### src/rtl/vs_uart_tx_buf.sv
// Buffered UART transmitter: a 1-deep holding register feeds a start/data/parity/stop
// serialiser timed by a 16x oversample tick divider. TXD, TX_BUSY and TX_DONE are registered.
module vs_uart_tx_buf #(
   parameter int DIV        = 868,
   parameter int PARITY_EN  = 0,
   parameter int PARITY_ODD = 0,
   parameter int STOP_BITS  = 1
) (
   input  logic       CLK,
   input  logic       RST,
   input  logic       TX_RDY_T,
   input  logic [7:0] TX_DATA_R,
   output logic       TX_RDY_R,
   output logic       TXD,
   output logic       TX_BUSY,
   output logic       TX_DONE
);

   typedef enum logic [2:0] {S_IDLE, S_START, S_DATA, S_PARITY, S_STOP} state_t;

   localparam logic [15:0] DIV_LAST  = 16'(DIV - 1);
   localparam logic [2:0]  STOP_LAST = 3'(STOP_BITS - 1);

   state_t      state_q;
   logic        hold_full_q, hold_full_d;
   logic [7:0]  hold_data_q, hold_data_d;
   logic [7:0]  shift_q;
   logic        par_q;
   logic [15:0] div_q;
   logic [3:0]  tick_q;
   logic [2:0]  bit_q;
   logic        txd_q, busy_q, done_q, end_q;
   logic        line_d, accept, drain, tick, bit_end, last_stop;

   function automatic logic parity_of(input logic [7:0] b);
      return (^b) ^ (PARITY_ODD != 0);
   endfunction

   always_comb begin
      accept    = TX_RDY_T & ~hold_full_q;
      tick      = (state_q != S_IDLE) && (div_q == DIV_LAST);
      bit_end   = tick && (tick_q == 4'd15);
      last_stop = (state_q == S_STOP) && bit_end && (bit_q == STOP_LAST);
      drain     = hold_full_q && ((state_q == S_IDLE) || last_stop);
      hold_full_d = hold_full_q;
      hold_data_d = hold_data_q;
      if (drain) hold_full_d = 1'b0;
      // A new byte arriving on the drain edge keeps the register full.
      if (accept) begin
         hold_full_d = 1'b1;
         hold_data_d = TX_DATA_R;
      end
      case (state_q)
         S_START:  line_d = 1'b0;
         S_DATA:   line_d = shift_q[0];
         S_PARITY: line_d = par_q;
         default:  line_d = 1'b1;
      endcase
   end

   always_ff @(posedge CLK) begin
      if (!RST) begin
         state_q     <= S_IDLE;
         hold_full_q <= 1'b0;
         div_q       <= '0;
         tick_q      <= '0;
         bit_q       <= '0;
         txd_q       <= 1'b1;
         busy_q      <= 1'b0;
         end_q       <= 1'b0;
         done_q      <= 1'b0;
      end else begin
         hold_full_q <= hold_full_d;
         hold_data_q <= hold_data_d;
         txd_q       <= line_d;
         busy_q      <= (state_q != S_IDLE);
         end_q       <= last_stop;
         done_q      <= end_q;

         // Divider parks at zero while idle so each frame starts on a fresh bit period.
         if (state_q == S_IDLE) begin
            div_q  <= '0;
            tick_q <= '0;
         end else if (tick) begin
            div_q  <= '0;
            tick_q <= tick_q + 4'd1;
         end else begin
            div_q  <= div_q + 16'd1;
         end

         case (state_q)
            S_IDLE: begin
               if (hold_full_q) begin
                  shift_q <= hold_data_q;
                  par_q   <= parity_of(hold_data_q);
                  bit_q   <= '0;
                  state_q <= S_START;
               end
            end
            S_START: begin
               if (bit_end) begin
                  bit_q   <= '0;
                  state_q <= S_DATA;
               end
            end
            S_DATA: begin
               if (bit_end) begin
                  shift_q <= {1'b0, shift_q[7:1]};
                  if (bit_q == 3'd7) begin
                     bit_q   <= '0;
                     state_q <= (PARITY_EN != 0) ? S_PARITY : S_STOP;
                  end else begin
                     bit_q   <= bit_q + 3'd1;
                  end
               end
            end
            S_PARITY: begin
               if (bit_end) begin
                  bit_q   <= '0;
                  state_q <= S_STOP;
               end
            end
            S_STOP: begin
               if (bit_end) begin
                  if (bit_q == STOP_LAST) begin
                     bit_q <= '0;
                     if (hold_full_q) begin
                        shift_q <= hold_data_q;
                        par_q   <= parity_of(hold_data_q);
                        state_q <= S_START;
                     end else begin
                        state_q <= S_IDLE;
                     end
                  end else begin
                     bit_q <= bit_q + 3'd1;
                  end
               end
            end
            default: state_q <= S_IDLE;
         endcase
      end
   end

   assign TX_RDY_R = ~hold_full_q;
   assign TXD      = txd_q;
   assign TX_BUSY  = busy_q;
   assign TX_DONE  = done_q;

endmodule

### config.mk
export PLATFORM = sky130hd
export DESIGN_NAME = vs_uart_tx_buf
export DESIGN_NICKNAME = d
export VERILOG_FILES = /design/src/rtl/vs_uart_tx_buf.sv
export SDC_FILE = /design/constraint.sdc
export NUM_CORES = 1
export LEC_CHECK = 0
export CAP_MARGIN = 15
export CORE_UTILIZATION = 52
export CTS_CLUSTER_SIZE = 20
export DETAILED_ROUTE_END_ITERATION = 8
export GPL_TIMING_DRIVEN = 0
export PLACE_DENSITY = 0.75
export RECOVER_POWER = 100
export SLEW_MARGIN = 20
export SYNTH_ARGS = -nofsm -noshare
export SYNTH_HDL_FRONTEND = slang
export SYNTH_SLANG_ARGS = --single-unit
### constraint.sdc
create_clock -name CLK -period 2.5 [get_ports CLK]
set_input_delay 0.5 -clock CLK [delete_from_list [all_inputs] [get_ports CLK]]
set_output_delay 0.5 -clock CLK [all_outputs]
set_load 0.02 [all_outputs]
* Word-level counts from Yosys, hierarchy flattened
Cells that the tools add are included.
Widths: inputs -> output; s select.
** Word-level totals
- Register bits :: 48
- Output and inout bits :: 4
- ROM bits :: 0
- Bits of input ports :: 11
- Bits in latches :: 0
- Logic and storage cells :: 83
- Memory bits (writable) :: 0
- Memories kept :: 0
** Cells by class
- Bitwise operators :: 3
- $lt $le $gt $ge :: 0
- $mul :: 0
- Equality and inequality tests :: 15
- Reduce and logical (&&, ||, !) cells :: 22
- Divide/modulo/power cells :: 0
- Shifts and indexed selects :: 0
- Add/subtract/negate cells :: 3
- Multiplexer cells :: 28
** Operators with widths (number)
- $mux 3 :: 13
- $mux 8 :: 4
- $pmux 8 s3 :: 1
- $add 16x1->16 const B :: 1
- $eq 16x10->1 const B :: 1
- $pmux 3 s5 :: 1
- $ne 2x2->1 const B :: 6
- $pmux 3 s4 :: 1
- $reduce_and 5->1 :: 2
- $reduce_xor 8->1 :: 1
- $reduce_and 7->1 :: 1
- $eq 3x2->1 const B :: 2
- $eq 3x3->1 const B :: 2
- $logic_not 3->1 :: 2
- $mux 1 :: 6
- $reduce_bool 3->1 :: 2
- $logic_and 1x1->1 :: 5
- $add 4x1->4 const B :: 1
- $eq 4x4->1 const B :: 1
- $ne 2x1->1 const B :: 2
- $reduce_and 4->1 :: 1
- $reduce_bool 2->1 :: 2
- $reduce_bool 4->1 :: 1
- $reduce_or 2->1 :: 2
- 9 further kinds :: 10

* Depth between registers and ports, before layout
Gate-level depths: netlist (run 1).
- Depth in word-level cells :: 9
- Mapped depth :: 7
- Depth with buffers taken out :: 7

* Worst setup path after synthesis (run 1)
OpenSTA, ideal clock, no wires.
- Path kind :: register to register
- From :: register div_q[0]
- To :: register shift_q[0], enable pin
- Required time :: 2.119 ns
- Setup time :: 0.381 ns
- Buffers on the path :: 1
- Stages on the path, launching flop included :: 8
- Clock period less this slack :: 2.378 ns
- Path slack :: 0.122 ns
- Data arrival time :: 1.997 ns
- Cells stage by stage :: dfxtp_1 ha_1 nor3b_1 and4_1 buf_6 nand3_4 a2bb2oi_2 a2111oi_2
** Between the ends
- Word-level cells in the longest chain between the ends :: 5
** RTL lines
- start: declaration :: RTL line 29 : logic [15:0] div_q;
- start signal: assignment :: RTL line 88 : div_q <= div_q + 16'd1;
- $eq 16x10->1 * :: RTL line 41 : tick = (state_q != S_IDLE) && (div_q == DIV_LAST);
- $logic_and 1x1->1 * :: RTL line 41
- $logic_and 1x1->1 * :: RTL line 42 : bit_end = tick && (tick_q == 4'd15);
- $ne 2x2->1 (no line)
- $reduce_and 5->1 (no line) *
- end signal: assignment :: RTL line 94 : shift_q <= hold_data_q;
- end signal: assignment :: RTL line 108 : shift_q <= {1'b0, shift_q[7:1]};
- end signal: assignment :: RTL line 128 : shift_q <= hold_data_q;
- end: declaration :: RTL line 27 : logic [7:0] shift_q;
Every way passes the cells marked *; elsewhere a longest branch is shown, timed or not.
A chain may end at the register's enable or synchronous reset.

* Worst setup path in the final report (run 1)
- From :: register div_q[0]
- To :: register shift_q[3], enable pin
Same word-level chain as after synthesis.

==> results of run 1 <==
[metal layers]
layer | up-vias | GRT usage, % | wire (microns)
li1 | 819 | - | -
met1 | 715 | 26.4 | 1890
met2 | 18 | 27.4 | 1700
met3 | 6 | 6.68 | 114
met4 | 0 | 7.18 | 59
met5 | - | 0 | 0
[repair_timing]
action,CTS,global route
buffers inserted,0,5
endpoints found under the setup margin,7,7
gates resized for setup,1,0
hold endpoints to repair,0,0
pin swaps,1,2
hold buffers,0,0
[power breakdown]
part / internal, mW / switching, mW
registers: 0.828 / 0.00961
clock network: 0.204 / 0.278
logic: 0.0441 / 0.0496
total: 1.08 / 0.337
[flip-flops by register name, summed over array words and instances, names as in the netlist]
name         count
div_q           16
hold_data_q      8
shift_q          8
tick_q           4
bit_q            3
state_q          3
TXD              1
TX_BUSY          1
TX_DONE          1
end_q            1
hold_full_q      1
par_q            1
[cells by family after synthesis]
group                      count (synthesis)  share of synthesized area, %
adders and majority gates                  5                          2.84
and+or+nand+nor                          100                          22.8
AOI/OAI and AO/OA                         25                          7.85
buffers and inverters                     14                          3.64
muxes                                      5                          2.28
DFF                                       48                          51.4
xor gates and xnor gates                  23                          9.16
[worst max path at each step]
stage                            end  slack, ps
after floorplan           shift_q[0]        120
after global placement    shift_q[3]       -270
after detailed placement  shift_q[2]       -250
after CTS                 shift_q[2]         20
after global routing      shift_q[3]         40
final                     shift_q[3]        170
[cells in the mapped netlist, types with 2 or more instances]
| cell | count |
|---|---|
| and3_1 | 4 |
| buf_6 | 3 |
| nand4_1 | 2 |
| nand3_1 | 11 |
| clkbuf_1 | 3 |
| or3_1 | 2 |
| o21ai_1 | 2 |
| xnor2_1 | 13 |
| nand4b_1 | 2 |
| edfxtp_1 | 17 |
| and4_1 | 3 |
| o21ai_0 | 9 |
| ha_1 | 5 |
| nor3_1 | 5 |
| a211oi_1 | 3 |
| nor2_1 | 27 |
| mux2i_1 | 5 |
| xor2_1 | 10 |
| or2_2 | 3 |
| nor2b_1 | 2 |
| dfxtp_1 | 31 |
| nand2b_1 | 2 |
| a21oi_1 | 3 |
| nand2_1 | 29 |
| inv_1 | 6 |
[critical path, stage by stage (launching register included)]
cell       delay (ps)
dfxtp_1           380
ha_1              240
nor3b_1           240
nand4_1           270
o21ai_1           260
a2bb2oi_2         110
a2111oi_4         360
buf_4             200
[layout make-up]
class / count / area share (%)
multi-input combinational: 158 / 39.4
sequential: 48 / 44.6
clock buffer: 5 / 2.71
buffer: 8 / 2.07
tap: 50 / 2.47
clock inverter: 3 / 0.986
inverter: 6 / 0.888
timing repair buffer: 19 / 6.85
[stage by stage]
step | setup TNS [ps] | power [mW] | setup WS [ps]
after global placement | -1920 | 0.949 | -275
after detailed placement | -1770 | 0.951 | -253
after floorplan | 0 | 0.914 | 122
after global routing | 0 | 1.47 | 35.5
after CTS | 0 | 1.42 | 19.5
final | 0 | 1.41 | 171
==> reports/results.ini, run 1 <==
[cells_and_area]
drive_above_1_share_pct = 9.72
finalCoreUtilization_pct = 63.0
antennaDiodeCount = 0
final_cell_mix = 31 x dfxtp_1, 29 x nand2_1, 27 x nor2_1
regArea_sq_mm = 0.00113
mostFrequentLayoutCell = dfxtp_1
area_growth_pct = 15.4
n_fill_cell = 351
final_cells = 297
multi_input_area_sq_mm = 0.00100
finalInstanceArea_sq_mm = 0.00254
nets = 262

[worst_setup_path]
startpoint = div_q[0]
r2r-start = div_q[0]
crit_path_max_fanout = 5
cp-start-kind = flop
cp_data_required_time_ps = 2540
reg2reg_slack_ps = 170
cp-end-kind = flop
cp.arrival_ps = 2360
timing.rr.end = shift_q[3]
worstSetupPathType = reg -> reg
worstRegToRegCells = 7

[global_route]
antenna_found_initial = 0
first_global_vias = 1322
grt_pass1_wl_microns = 6210
grt_usage_pct = 19.2
grt_max_degree = 18
gr-total-overflow = 0

[job]
cap_violations = 0

[die]
die_h_microns = 67.0
io-pin-count = 15
fp.dieArea_sq_mm = 0.00449
die_w_microns = 67.0
start_util_pct = 54.6
core_sq_mm = 0.00403
rows = 23

[synthesis]
syn_avg_cell_area_sq_um = 10.0
netlist.area_leader.share_pct = 28.2
synthCells = 220
mappedNetlistArea_sq_mm = 0.00220
synthArstFlopShare_pct = 0
yosysWarnings = 0
synth_nets = 236
synth_ff_type = dfxtp_1
yosysSeqAreaShare_pct = 51.4
yosysTopAreaCell = dfxtp_1
yosys-top-cells-area = dfxtp_1 28%, edfxtp_1 23%, xnor2_1 5.2%
synth_enable_flop_cells = 17
synth_cell_types = 43
ys_ff_latch = 48

[timing]
min_period_over_period_pct = 93.1
rsz0062_at_grt = false
tightestPinTransition_ps = 583
setup_viol = 0
drv_slew = 0
finClkSkew_ps = 4.36
fmax_mhz = 429
finalCriticalPeriod_ps = 2330
timing.slew.headroom_pct = 60.7
holdWs_ps = 440
finalHoldViolations = 0

[place]
gp_congestion = 0.823
placed_area_sq_mm = 0.00240
numPlacedInstances = 284
hpwl_microns = 2760
io_buffer_count = 14

[hold_path]
hold_path_class = reg -> reg
whs_path_depth = 1
min_to = TX_DONE
hold_start = end_q

[clock_tree]
clkLatencyLatePin_ps = 310
clk_pin_slew_ps = 90
h-tree-depth = 2
cts_made_buffers = 5
max-clock-path-buffers = 2
cts_sinks = 48
cts_tree = built
cts_root_buffer = clkbuf_8

[detailed_routing]
routed_wl_microns = 3760
drtPass1Iterations = 4
drc_errors = 0
ant_nets = 0
routedWlPerCell_microns = 12.7
dr_total_vias = 1558
avgViaCountPerCell = 5.25
first_iter_violations = 105

[pwr]
power_leakage_nw = 0.873
power.density_mw_per_mm2 = 557
ir_worst_vdd_v = 0.000451

[outcome]
outcome = finished, final reports clean

(Power assumes the default switching activity.)
==> inputs of run 2 (changes only) <==
Settings changed: CAP_MARGIN 15 to default.
==> results of run 2 <==
Final layout, timing and power as in run 1 (identical DEF).
==> inputs of run 3 (changes only) <==
Settings changed: CAP_MARGIN from default to 20, PLACE_DENSITY 0.75 to default, PLACE_DENSITY_LB_ADDON from default to 0.12, SKIP_LAST_GASP from default to 1.
==> run 3 against run 2 <==
Effect of this change:
- clock skew is 4.3 ps higher
- die area stayed put
- sequential power hardly changed
- non-clock buffer count is 1 lower
- combinational power is 0.6% higher
- utilization is 0.68 points lower
- sequential cell count stayed put
- critical path type unchanged
- largest power group unchanged
==> reports/results.ini, run 3 (synthesis gave the netlist of run 1 again) <==
[outcome]
outcome = finished, final reports clean

[timing]
worst_slack_ps = 224
rsz0062_at_grt = false
timing.slew.headroom_pct = 61.7
finalCriticalPeriod_ps = 2280
min_period_over_period_pct = 91.1
fmax_mhz = 439
finClkSkew_ps = 8.69
drv_slew = 0
holdWs_ps = 442
tightestPinTransition_ps = 560
finalHoldViolations = 0
setup_viol = 0

[pwr]
p_total_mw = 1.37
ir_worst_vdd_v = 0.000341
power.clock.fraction_pct = 31.9
swShare_pct = 22.1
pwr-share-comb_pct = 6.9
p_int_mw = 1.07
power.density_mw_per_mm2 = 546
switching_power_uw = 302
seqPwrFrac_pct = 61.2
power_leakage_nw = 0.864

[detailed_routing]
first_iter_violations = 130
drtPass1Iterations = 4
ant_nets = 0
drc_errors = 0
routedWlPerCell_microns = 12.8
dr_total_vias = 1561
avgViaCountPerCell = 5.27
routed_wl_microns = 3800

[die]
fp.dieArea_sq_mm = 0.00449
core_sq_mm = 0.00403
die_h_microns = 67.0
io-pin-count = 15
rows = 23
start_util_pct = 54.6
die_w_microns = 67.0

[global_route]
grt_pass1_wl_microns = 6440
antenna_found_initial = 0
grt_usage_pct = 19.6
gr-total-overflow = 0
first_global_vias = 1433
grt_max_degree = 14

[clock_tree]
cts_sinks = 48
cts_root_buffer = clkbuf_8
cts_made_buffers = 5
cts_tree = built
clk_pin_slew_ps = 80
max-clock-path-buffers = 2
h-tree-depth = 2
clkLatencyLatePin_ps = 300
cts_hold_buf = 0

[worst_setup_path]
crit_path_max_fanout = 6
path_delay_family = simple AND/OR/NAND/NOR gates
worstSetupPathType = reg -> reg
cp.arrival_ps = 2290
reg2reg_slack_ps = 220
slowest_delay_ps = 390
critPathBufInv = 2
path_cells = ha_1 > nor3b_1 > and4_1 > buf_6 > nand3_4 > a2bb2oi_1 > a2111oi_4 > buf_4
cp-start-kind = flop
slowest_stage = dfxtp_1
cp-end-kind = flop
cp_data_required_time_ps = 2510

[cells_and_area]
drive_above_1_share_pct = 7.72
nets = 261
finalCoreUtilization_pct = 62.3
top_register = div_q
mostFrequentLayoutCell = dfxtp_1
area_growth_pct = 14.1
largest_reg_flops = 16
final_cell_mix = 31 x dfxtp_1, 29 x nand2_1, 27 x nor2_1
antennaDiodeCount = 0
finalInstanceArea_sq_mm = 0.00251
top_regs = div_q (16), hold_data_q (8), shift_q (8)

[place]
gp_congestion = 0.784
hpwl_microns = 2750
io_buffer_count = 14
preCtsSetupSlack_ps = -342
placed_area_sq_mm = 0.00240

[job]
cap_violations = 0

[hold_path]
hold_path_class = reg -> reg

run 3: timing repair:
item                       4_1_cts  5_1_grt
gates resized for setup          1        0
hold endpoints to repair         0        0
pin swaps                        1        1
setup endpoints to repair        7        7
setup buffers                    2        2
run 3: cell type report:
type	count	area [sq um]
clock inverter	1	3.75
timing repair buffer	18	166
tap	50	62.6
inverter	6	22.5
buffer	8	52.6
clock buffer	7	76.3
sequential	48	1130
fill	351	1520
multi-input combinational	158	995
run 3: layer usage:
layer | track usage [%] | wire, microns
met1 | 25.3 | 1880
met4 | 8.51 | 57
met2 | 30.0 | 1750
met5 | 0 | 0
met3 | 5.82 | 116
run 3: path summary, 6_finish.rpt:
check / startpoint / end / cells past startpoint
min reg2reg: end_q / TX_DONE / 1
min: end_q / TX_DONE / 1
max: div_q[0] / shift_q[5] / 8
max reg2reg: div_q[0] / shift_q[5] / 8
run 3: worst register-to-register path, stage by stage (launching register included):
cell and delay (ps):
dfxtp_1 390, ha_1 240, nor3b_1 250, and4_1 240, buf_6 130, nand3_4 70, a2bb2oi_1 170, a2111oi_4 300
buf_4 200
run 3: through the flow:
| stage | cells | TNS [ps] |
|---|---|---|
| final | 296 | 0 |
| after global routing | 296 | 0 |
| after detailed placement | 284 | -2390 |
| after global placement | 284 | -1880 |
| after CTS | 294 | 0 |
| after floorplan | 220 | 0 |
run 3: power groups by stage:
stage / logic (mW) / clock network, mW / registers (mW)
final: 0.0943 / 0.437 / 0.838
after global routing: 0.104 / 0.482 / 0.841
after CTS: 0.0999 / 0.450 / 0.839
after detailed placement: 0.0952 / 0 / 0.857
after global placement: 0.0934 / 0 / 0.856
after floorplan: 0.0577 / 0 / 0.856
